[src/rtl/uart_ascii_pkg.sv]
// Shared ASCII constants and parser state type for the UART number
// parser (uart_ascii2num) and its number-to-ASCII formatter counterpart.
package uart_ascii_pkg;

  localparam logic [7:0] ASCII_0     = 8'd48;
  localparam logic [7:0] ASCII_9     = 8'd57;
  localparam logic [7:0] ASCII_CR    = 8'd13;
  localparam logic [7:0] ASCII_LF    = 8'd10;
  localparam logic [7:0] ASCII_QMARK = 8'd63;

  typedef enum logic [1:0] {
    ST_IDLE    = 2'd0,
    ST_ACCUM   = 2'd1,
    ST_DISCARD = 2'd2
  } parse_state_e;

endpackage

[src/rtl/uart_ascii_classify.sv]
// Combinational byte classifier: decimal digit, line terminator, or neither.
module uart_ascii_classify
  import uart_ascii_pkg::*;
(
  input  logic [7:0] rx_byte,
  output logic       is_digit,
  output logic       is_term,
  output logic [3:0] digit_val
);

  logic [7:0] offset_s;

  // Digit value is only meaningful when is_digit is set; forced to zero otherwise.
  always_comb begin
    offset_s  = rx_byte - ASCII_0;
    is_digit  = (rx_byte >= ASCII_0) && (rx_byte <= ASCII_9);
    is_term   = (rx_byte == ASCII_CR) || (rx_byte == ASCII_LF);
    if (is_digit) begin
      digit_val = offset_s[3:0];
    end else begin
      digit_val = 4'd0;
    end
  end

endmodule

[src/rtl/uart_ascii2num.sv]
// Parses CR/LF-terminated decimal ASCII lines into an unsigned WIDTH-bit value.
// Optional character echo is enabled by defining UART_ASCII2NUM_ECHO_EN.
module uart_ascii2num
  import uart_ascii_pkg::*;
#(
  parameter int WIDTH = 16
) (
  input  logic             clk,
  input  logic             rst_n,
  input  logic [7:0]       rx_data,
  input  logic             rx_valid,
  output logic [WIDTH-1:0] num,
  output logic             num_valid,
  output logic             num_err
`ifdef UART_ASCII2NUM_ECHO_EN
  ,
  output logic [7:0]       echo_data,
  output logic             echo_valid
`endif
);

  logic             is_digit_s;
  logic             is_term_s;
  logic [3:0]       digit_val_s;
  logic [WIDTH+3:0] acc_next_s;
  logic             overflow_s;

  parse_state_e     state_q, state_d;
  logic [WIDTH-1:0] acc_q, acc_d;
  logic [WIDTH-1:0] num_q, num_d;
  logic             num_valid_q, num_valid_d;
  logic             num_err_q, num_err_d;
`ifdef UART_ASCII2NUM_ECHO_EN
  logic [7:0]       echo_data_q, echo_data_d;
  logic             echo_valid_q, echo_valid_d;
`endif

  uart_ascii_classify u_classify (
    .rx_byte   (rx_data),
    .is_digit  (is_digit_s),
    .is_term   (is_term_s),
    .digit_val (digit_val_s)
  );

  // acc*10 + digit at WIDTH+4 bits; any bit above WIDTH-1 means overflow.
  always_comb begin
    acc_next_s = ({4'd0, acc_q} << 3) + ({4'd0, acc_q} << 1)
               + {{WIDTH{1'b0}}, digit_val_s};
    overflow_s = |acc_next_s[WIDTH+3:WIDTH];
  end

  // Next-state, accumulator and output pulse computation.
  always_comb begin
    state_d     = state_q;
    acc_d       = acc_q;
    num_d       = num_q;
    num_valid_d = 1'b0;
    num_err_d   = 1'b0;
`ifdef UART_ASCII2NUM_ECHO_EN
    echo_valid_d = 1'b0;
    echo_data_d  = echo_data_q;
`endif
    if (rx_valid) begin
`ifdef UART_ASCII2NUM_ECHO_EN
      echo_valid_d = 1'b1;
      if (is_term_s || (is_digit_s && (state_q == ST_IDLE))
          || (is_digit_s && (state_q == ST_ACCUM) && !overflow_s)) begin
        echo_data_d = rx_data;
      end else begin
        echo_data_d = ASCII_QMARK;
      end
`endif
      case (state_q)
        ST_IDLE: begin
          if (is_digit_s) begin
            acc_d   = {{(WIDTH-4){1'b0}}, digit_val_s};
            state_d = ST_ACCUM;
          end else if (!is_term_s) begin
            acc_d   = '0;
            state_d = ST_DISCARD;
          end else begin
            state_d = ST_IDLE;
          end
        end
        ST_ACCUM: begin
          if (is_digit_s && !overflow_s) begin
            acc_d = acc_next_s[WIDTH-1:0];
          end else if (is_term_s) begin
            num_d       = acc_q;
            num_valid_d = 1'b1;
            acc_d       = '0;
            state_d     = ST_IDLE;
          end else begin
            acc_d   = '0;
            state_d = ST_DISCARD;
          end
        end
        ST_DISCARD: begin
          if (is_term_s) begin
            num_err_d = 1'b1;
            acc_d     = '0;
            state_d   = ST_IDLE;
          end else begin
            state_d = ST_DISCARD;
          end
        end
        default: begin
          acc_d   = '0;
          state_d = ST_IDLE;
        end
      endcase
    end else begin
      state_d = state_q;
    end
  end

  // State and registered outputs.
  always_ff @(posedge clk or negedge rst_n) begin
    if (!rst_n) begin
      state_q     <= ST_IDLE;
      acc_q       <= '0;
      num_q       <= '0;
      num_valid_q <= 1'b0;
      num_err_q   <= 1'b0;
`ifdef UART_ASCII2NUM_ECHO_EN
      echo_data_q  <= 8'd0;
      echo_valid_q <= 1'b0;
`endif
    end else begin
      state_q     <= state_d;
      acc_q       <= acc_d;
      num_q       <= num_d;
      num_valid_q <= num_valid_d;
      num_err_q   <= num_err_d;
`ifdef UART_ASCII2NUM_ECHO_EN
      echo_data_q  <= echo_data_d;
      echo_valid_q <= echo_valid_d;
`endif
    end
  end

  assign num       = num_q;
  assign num_valid = num_valid_q;
  assign num_err   = num_err_q;
`ifdef UART_ASCII2NUM_ECHO_EN
  assign echo_data  = echo_data_q;
  assign echo_valid = echo_valid_q;
`endif

endmodule

[config.mk]
export PLATFORM = sky130hd
export DESIGN_NAME = uart_ascii2num
export DESIGN_NICKNAME = d
export VERILOG_FILES = /design/src/rtl/uart_ascii_pkg.sv /design/src/rtl/uart_ascii_classify.sv /design/src/rtl/uart_ascii2num.sv
export SDC_FILE = /design/constraint.sdc
export NUM_CORES = 1
export LEC_CHECK = 0
export ABC_AREA = 1
export BUFFER_PORTS_ARGS = -buffer_cell sky130_fd_sc_hd__buf_4
export CAP_MARGIN = 20
export CORE_ASPECT_RATIO = 1.75
export CORE_UTILIZATION = 40
export DETAILED_ROUTE_END_ITERATION = 6
export PLACE_DENSITY = 0.66
export SLEW_MARGIN = 20
export SYNTH_ARGS = -nofsm -noshare
export SYNTH_HDL_FRONTEND = slang
export SYNTH_HIERARCHICAL = 1
export SYNTH_SLANG_ARGS = --single-unit
[constraint.sdc]
create_clock -name clk -period 8 [get_ports clk]
set_clock_uncertainty 0.1 [all_clocks]
set_input_delay 0.4 -clock clk [delete_from_list [all_inputs] [get_ports clk]]
set_output_delay 0.4 -clock clk [all_outputs]
set_load 0.03 [all_outputs]
==> impl_metrics.toml, run 1 <==
[outcome]
outcome = "finished clean"

[synthesis]
synth_nets = 466
synthArstFlopShare = 1.00
synth_edf_count = 0
synth.avg_cell_area_um2 = 6.91
synth_seq_cells = 36
ys.warnings.count = 6
synth_ff_type = "dfrtp_1"
seq_area_frac_synth = 0.312
netlist_area_um2 = 2890
syn_inst = 418
synth.distinct_cells = 29

[drt]
drc = 0
vias = 2631
drt-total-wl_um = 7090
initialDrtViolationCount = 108
drtAntennaViolNets = 0
firstDrtPassIters = 4
vias_per_cell = 4.93
wl_per_cell_um = 13.3

[worst_setup_path]
crit_top_cell = "nand2_1"
required_ns = 8.06
end_kind = "flip-flop"
slowest_delay_ns = 0.52
path_class = "in2reg"
cp-start-kind = "primary input"
crit_path_max_fanout = 21
slowest_stage = "fa_1"
crit_arrival_ns = 3.44
path_cells = "buf_4 > o21ai_1 > nand2_2 > nor2_1 > inv_1 > fa_1 > fa_1 > inv_1 > nand2_1 > nand2_1 > nand3_1 > nand2_2 > nand2_1 > nand2_1 > nand2_1 > nand2_1 > nand2_1 > nor2_4 > inv_2 > nand2_4 > inv_2 > nand2_1 > nand2_1"

[floorplanning]
fp.dieArea_um2 = 7580
die_y_um = 114
core_area_um2 = 6910
io_pins = 29
die_x_um = 66.3
start_util = 0.418
rows = 40

[timing]
setup_ws_ns = 4.62
drv_slew = 0
worstMarginPinSlew_ns = 0.765
fin_tns_setup_ns = 0
setup_viol = 0
rsz0062_at_grt = "false"
fin_crit_sh = 0.422
max_slew_margin = 0.486
hold_viol = 0
timing.fmax_mhz = 296
fin_crit_ns = 3.38
fin_hold_ws_ns = 0.324

[place]
gp_congestion = 0.877
preCtsSetupSlack_ns = 4.33
portBuffers = 28
place_area_um2 = 3170
dp_hpwl_um = 5810

[power_and_ir_drop]
power_mw = 0.390
p_per_area_nw_per_um2 = 118
total_leakage_power_nw = 2.10
ir_drop_v = 0.0000959

[global_route]
grt_antenna_before_repair = 0
overflow = 0
track_usage = 0.211
grt_pass1_vias = 2695
grt_start_max_net_pins = 37
grt_pass1_wl_um = 11800

[clock_tree]
htree_levels = 2
clock_sinks = 36
cts_tree = "yes"
cts-root-buf = "clkbuf_16"
cts_max_path_buffers = 2
insertion_delay_ns = 0.27
cts_buffers = 5
post_cts_resize_count = 0
clkSlewWorstSetupHoldPaths_ns = 0.05

[cells_and_area]
layout_common_cells = "nand2_1 (177), inv_1 (62), dfrtp_1 (36), ha_1 (35), buf_4 (28)"
drive_above_1_share = 0.120
postLayoutCellArea_um2 = 3310
final_common_cell = "nand2_1"
diodes = 0
nets = 498
area_growth_pct = 14.6

[job]
cap_viol_max_count = 0

[min_path]
min_path_type = "in2reg"
sequential cells by signal, indices dropped and copies added, names as in the netlist:
name and flops:
acc_q 16, num 16, state_q 2, num_err 1, num_valid 1
metal layers:
layer  track usage  up-vias  routed length [µm]
li1              -     1348                   -
met1         0.204     1185                2430
met2         0.383       60                3850
met3        0.0349       38                 213
met4         0.162        0                 598
met5             0        -                   0
cell type report:
type	count	area, µm²
flip-flops and latches	36	901
clock buffers	6	129
clock inverters	1	5.00
well taps	84	105
multi-input cells	311	1700
repair buffers	29	220
inverters	67	251
fillers	708	3590
worst paths after layout:
| kind | depth (start not counted) | end | slack [ns] | startpoint |
|---|---|---|---|---|
| setup / recovery | 23 | num[5] | 4.62 | rx_data[1] |
| hold / removal | 3 | num_err | 0.32 | rx_valid |
| setup reg to reg | 19 | num[5] | 4.83 | acc_q[2] |
| hold reg to reg | 2 | num[1] | 0.38 | num[1] |
| max in group asynchronous | 2 | num[1] | 6.96 | rst_n |
| min in group asynchronous | 2 | acc_q[9] | 0.52 | rst_n |
synthesized netlist by cell type (4+ instances only):
master,number,area share
nand2_1,177,0.23
inv_1,62,0.081
dfrtp_1,36,0.31
ha_1,35,0.15
nor2_1,21,0.027
nand3_1,14,0.024
a21oi_1,11,0.019
o21ai_0,11,0.019
xor2_1,8,0.024
nand2_2,6,0.013
inv_2,5,0.0065
nor3_1,4,0.0069
logic make-up after synthesis:
group,Yosys count,synth area share
buffers and inverters,71,0.100
AO/OA/AOI/OAI,28,0.0519
XOR/XNOR,11,0.0333
adder cells (fa/ha/maj),37,0.165
AND/OR/NAND/NOR,235,0.338
flip-flops,36,0.312
what timing repair did:
item / in CTS / in global routing
endpoints found under the hold margin: 26 / 0
buffers inserted: 0 / 0
hold buffers: 1 / 0
report_power, final:
group | switching [mW] | internal (mW) | total, mW
logic | 0.0175 | 0.00809 | 0.0256
clock network | 0.0670 | 0.113 | 0.180
registers | 0.00116 | 0.183 | 0.185
total | 0.0856 | 0.304 | 0.390
critical path: cells and delay by family:
kind	cells	cell delay, ns
adders and majority gates	2	1.00
and+or+nand+nor	15	1.38
buffers and inverters	5	0.48
AOI/OAI and AO/OA	1	0.17
stage by stage:
| stage | utilization | instances |
|---|---|---|
| 2_1_floorplan | - | 418 |
| 3_3_place_gp | 0.459 | 526 |
| 3_5_place_dp | 0.459 | 526 |
| 4_1_cts | 0.480 | 534 |
| 5_1_grt | 0.480 | 534 |
| 6_report | 0.480 | 534 |
No activity file was read; power rests on OpenSTA's default activity.
==> run 2, diff against run 1 <==
--- a/config.mk
+++ b/config.mk
@@ -5,13 +5,13 @@
 export SDC_FILE = /design/constraint.sdc
 export NUM_CORES = 1
 export LEC_CHECK = 0
-export ABC_AREA = 1
+export ABC_AREA = 0
 export BUFFER_PORTS_ARGS = -buffer_cell sky130_fd_sc_hd__buf_4
 export CAP_MARGIN = 20
 export CORE_ASPECT_RATIO = 1.75
 export CORE_UTILIZATION = 40
 export DETAILED_ROUTE_END_ITERATION = 6
-export PLACE_DENSITY = 0.66
+export PLACE_DENSITY = 0.68
 export SLEW_MARGIN = 20
 export SYNTH_ARGS = -nofsm -noshare
 export SYNTH_HDL_FRONTEND = slang
==> constraint.sdc (replaced) <==
create_clock -name clk -period 2.8 [get_ports clk]
set_clock_uncertainty 0.1 [all_clocks]
set_input_delay 0.14 -clock clk [delete_from_list [all_inputs] [get_ports clk]]
set_output_delay 0.14 -clock clk [all_outputs]
set_load 0.03 [all_outputs]
==> impl_metrics.toml, run 2 <==
[outcome]
outcome = "complete, but fails checks"
violations = "setup timing"

[timing]
setup_ws_ns = -0.702
hold_viol = 0
fin_crit_sh = 1.25
rsz0062_at_grt = "true"
worstMarginPinSlew_ns = 0.475
fin_hold_ws_ns = 0.0428
max_slew_margin = 0.683
setup_viol = 35
drv_slew = 0
fin_crit_ns = 3.50
timing.fmax_mhz = 286

[synthesis]
synth_edf_count = 0
synth_nets = 305
netlist_area_um2 = 2680
ys_top_cells_by_area = "dfrtp_1 (34%), ha_1 (16%), mux2_4 (4.5%)"
synth_ff_type = "dfrtp_1"
synthArstFlopShare = 1.00
yosysTopAreaCellShare = 0.336
synth.distinct_cells = 59
synth.avg_cell_area_um2 = 10.4
yosysMostFrequentCell = "dfrtp_1"
synthTopCellsByCount = "dfrtp_1 (36), ha_1 (35), nand2_1 (27), inv_1 (16), a21oi_1 (13)"
seq_area_frac_synth = 0.336
synth_seq_cells = 36
ys.warnings.count = 6
synth.largest_area_cell = "dfrtp_1"
syn_inst = 257

[worst_setup_path]
required_ns = 2.87
crit_arrival_ns = 3.57
path_cells = "inv_2 > fa_1 > fa_2 > nor2b_4 > o2111ai_4 > a211o_1 > a31o_2 > and4b_4 > a31oi_4 > clkbuf_16 > mux2_4"
worst-r2r-cell-count = 11
end_kind = "flip-flop"
slowest_stage = "fa_1"
path_class = "reg2reg"
crit_path_max_fanout = 6
cp-start-kind = "flip-flop"
r2r_end = "num[4]"
cpLargestDelayFamily = "compound AO/OA/AOI/OAI gates"
slowest_delay_ns = 0.47
r2r_setup_slack_ns = -0.70
reg2reg_from = "acc_q[0]"
path_buf_inv = 2
setup.worst_path.start = "acc_q[0]"

[drt]
firstDrtPassIters = 4
drtAntennaViolNets = 0
vias = 2466
wl_per_cell_um = 16.9
drc = 0
drt-total-wl_um = 7500
initialDrtViolationCount = 142
vias_per_cell = 5.55

[power_and_ir_drop]
ir_drop_v = 0.000311
power_mw = 1.41
p_per_area_nw_per_um2 = 349
total_leakage_power_nw = 2.00

[clock_tree]
insertion_delay_ns = 0.29
clock_sinks = 36
cts_buffers = 5
clkSlewWorstSetupHoldPaths_ns = 0.06
cts_max_path_buffers = 2
htree_levels = 2
cts_tree = "yes"
cts-root-buf = "clkbuf_16"

[cells_and_area]
fin_cells = 444
layout_common_cells = "buf_4 (92), dfrtp_1 (36), ha_1 (33), nand2_1 (27), mux2_4 (15)"
area_growth_pct = 50.9
diodes = 0
final_core_util = 0.624
fillers = 508
drive_above_1_share = 0.453
postLayoutCellArea_um2 = 4050
nets = 409
final_common_cell = "buf_4"

[global_route]
track_usage = 0.212
grt_antenna_before_repair = 0
grt_pass1_wl_um = 11100
grt_start_max_net_pins = 37
overflow = 0
grt_pass1_vias = 2573

[place]
dp.cells = 420
gp_congestion = 0.843
dp_hpwl_um = 5120
place_area_um2 = 3440
portBuffers = 28

[floorplanning]
rows = 39
fp.dieArea_um2 = 7050
die_x_um = 63.9
die_y_um = 110
io_pins = 29
core_area_um2 = 6490
start_util = 0.413

[min_path]
hp-start = "rx_valid"
worstHoldEndpoint = "num_err"
hold_path_depth = 2
min_path_type = "in2reg"

[job]
cap_viol_max_count = 0
## run 2: timing repair
item,4_1_cts,5_1_grt
gates resized for setup,28,29
setup buffers,5,10
hold buffers,1,0
cloned,0,1
endpoints found under the hold margin,36,0
pin swaps,16,15
endpoints found under the setup margin,35,35
## run 2: worst max path at each step
stage               endpoint  slack, ns  cells past startpoint
global route          num[4]      -0.72                     11
detailed placement    num[4]      -0.84                     14
finish                num[4]      -0.70                     11
global placement      num[5]      -0.75                     15
floorplan             num[0]      -0.61                     13
CTS                   num[7]      -0.52                     11
## run 2: area by class of cell
class | instances | area [µm²] | area share
tap | 82 | 103 | 0.0253
clock inverter | 3 | 42.5 | 0.0105
sequential | 36 | 901 | 0.222
inverter | 16 | 60.1 | 0.0148
multi-input combinational | 199 | 1960 | 0.485
clock buffer | 5 | 125 | 0.0309
timing repair buffer | 103 | 853 | 0.211
## run 2: metrics by stage
step           setup TNS [ns]  setup slack (ns)
3_3_place_gp           -22.60            -0.749
3_5_place_dp           -25.28            -0.841
2_1_floorplan          -15.60            -0.605
6_report               -21.40            -0.702
4_1_cts                -15.01            -0.516
5_1_grt                -22.64            -0.722
## run 2: cells by family after synthesis
| group | synth area share |
|---|---|
| simple gates | 0.128 |
| xor+xnor | 0.0359 |
| buf+inv | 0.0382 |
| mux | 0.0891 |
| fa+ha+maj | 0.178 |
| compound gates | 0.195 |
| flops | 0.336 |
## run 2: power breakdown
part           internal [mW]  switching, mW  leakage [nW]
logic                 0.0931          0.139          1.43
registers              0.533        0.00915         0.492
clock network          0.418          0.223        0.0798
## run 2: per-layer routing
layer / global-route usage / part of all wire / vias to the layer above
met2: 0.423 / 0.57 / 67
met4: 0.161 / 0.052 / 0
met5: 0 / 0 / -
li1: - / - / 1174
met1: 0.183 / 0.35 / 1191
met3: 0.0350 / 0.029 / 34
==> run 3, diff against run 2 <==
--- a/config.mk
+++ b/config.mk
@@ -15,5 +15,4 @@
 export SLEW_MARGIN = 20
 export SYNTH_ARGS = -nofsm -noshare
 export SYNTH_HDL_FRONTEND = slang
-export SYNTH_HIERARCHICAL = 1
 export SYNTH_SLANG_ARGS = --single-unit
==> impl_metrics.toml, run 3 <==
[synthesis]
synthTopCellsByCount = "nand2_1 (69), dfrtp_1 (36), ha_1 (35), nor2_1 (12), o21ai_0 (12)"
synth_edf_count = 0
synth.largest_area_cell = "dfrtp_1"
synthArstFlopShare = 1.00
seq_area_frac_synth = 0.322
ys_top_cells_by_area = "dfrtp_1 (32%), ha_1 (16%), nand2_1 (9.3%)"
yosysTopAreaCellShare = 0.322
synth.distinct_cells = 49
syn_inst = 312
netlist_area_um2 = 2800
synth_nets = 360
ys.warnings.count = 0
synth_ff_type = "dfrtp_1"
yosysMostFrequentCell = "nand2_1"
synth.avg_cell_area_um2 = 8.96
synth_seq_cells = 36

[cells_and_area]
area_growth_pct = 42.8
final_common_cell = "buf_4"
drive_above_1_share = 0.345
final_core_util = 0.587
diodes = 0
postLayoutCellArea_um2 = 3990
nets = 460
layout_common_cells = "buf_4 (100), nand2_1 (67), dfrtp_1 (36), ha_1 (35), nor2_1 (12)"

[power_and_ir_drop]
ir_drop_v = 0.000252
total_leakage_power_nw = 2.14
p_per_area_nw_per_um2 = 341

[worst_setup_path]
crit_path_max_fanout = 4
crit_arrival_ns = 3.37
required_ns = 2.88
end_kind = "flip-flop"
path_class = "reg2reg"
r2r_setup_slack_ns = -0.50
cp-start-kind = "flip-flop"

[timing]
drv_slew = 0
fin_crit_sh = 1.18
fin_crit_ns = 3.30
rsz0062_at_grt = "true"
setup_viol = 18
fin_tns_setup_ns = -7.39
worstMarginPinSlew_ns = 0.559
max_slew_margin = 0.626
setup_ws_ns = -0.498
timing.fmax_mhz = 303
fin_hold_ws_ns = 0.0367
hold_viol = 0

[global_route]
overflow = 0
track_usage = 0.213
grt_antenna_before_repair = 0
grt_start_max_net_pins = 37
grt_pass1_wl_um = 11900
grt_pass1_vias = 2648

[floorplanning]
start_util = 0.411
die_x_um = 65.2
io_pins = 29
rows = 40
die_y_um = 113
fp.dieArea_um2 = 7340
core_area_um2 = 6810

[place]
dp_hpwl_um = 5400
portBuffers = 28
place_area_um2 = 3660
gp_congestion = 0.847
preCtsSetupSlack_ns = -0.764

[drt]
firstDrtPassIters = 4
initialDrtViolationCount = 79
wl_per_cell_um = 14.6
vias_per_cell = 5.24
drtAntennaViolNets = 0
drc = 0
drt-total-wl_um = 7240
vias = 2597

[clock_tree]
insertion_delay_ns = 0.29
cts_max_path_buffers = 2
cts_tree = "yes"
cts-root-buf = "clkbuf_16"
clkSlewWorstSetupHoldPaths_ns = 0.06
cts_buffers = 5
htree_levels = 2
clock_sinks = 36

[job]
cap_viol_max_count = 0

[outcome]
outcome = "complete, but fails checks"
violations = "setup timing"

[min_path]
min_path_type = "in2reg"
[run 3: area by class of cell]
type | instances | area (µm²)
fillers | 637 | 2810
multi-input cells | 251 | 1920
flip-flops and latches | 36 | 901
repair buffers | 107 | 868
clock buffers | 7 | 153
well taps | 84 | 105
inverters | 11 | 41.3
[run 3: repair_timing]
| action | in CTS | in global routing |
|---|---|---|
| hold endpoints to repair | 36 | 0 |
| gates resized for setup | 7 | 11 |
| hold buffers | 1 | 0 |
| setup endpoints to repair | 18 | 18 |
| gates cloned | 0 | 1 |
| buffers inserted | 1 | 3 |
| pin swaps | 4 | 17 |
[run 3: kinds of logic (layout without fill, tap and decap cells)]
group,after synthesis,after routing,synth area share
and+or+nand+nor,123,123,0.203
AOI/OAI and AO/OA,76,76,0.211
adders and majority gates,37,37,0.171
DFF,36,36,0.322
buffers and inverters,25,125,0.0421
xor gates and xnor gates,9,9,0.0282
muxes,6,6,0.0228
[run 3: final timing paths]
path                          start          to  depth (start not counted)
setup reg to reg           acc_q[9]  state_q[1]                         10
hold reg to reg              num[6]      num[6]                          2
max in group asynchronous     rst_n     num[13]                          2
min in group asynchronous     rst_n    acc_q[3]                          2
setup / recovery           acc_q[9]  state_q[1]                         10
hold / removal             rx_valid     num_err                          2
[run 3: worst max-delay path, cell delays in order, from the launching register on]
cell,delay (ns)
dfrtp_1,0.43
ha_1,0.31
ha_1,0.30
a21o_1,0.21
a311o_1,0.37
a2111oi_4,0.33
and3_1,0.20
nor3_1,0.06
buf_4,0.15
o41ai_4,0.39
mux2_4,0.33
[run 3: through the flow]
| stage | total power, mW | cells |
|---|---|---|
| after floorplan | 0.659 | 312 |
| final | 1.36 | 496 |
| after global routing | 1.42 | 496 |
| after detailed placement | 0.752 | 483 |
| after global placement | 0.748 | 483 |
| after CTS | 1.36 | 492 |
[run 3: per-layer routing]
layer	vias up	wire length [µm]	GRT usage
met5	-	0	0
met4	0	225	0.120
met3	16	197	0.0315
met2	50	4040	0.381
met1	1214	2780	0.228
li1	1317	-	-
[run 3: power by group]
| group | switching (mW) | internal, mW |
|---|---|---|
| registers | 0.0102 | 0.533 |
| logic | 0.122 | 0.100 |
| clock network | 0.223 | 0.374 |
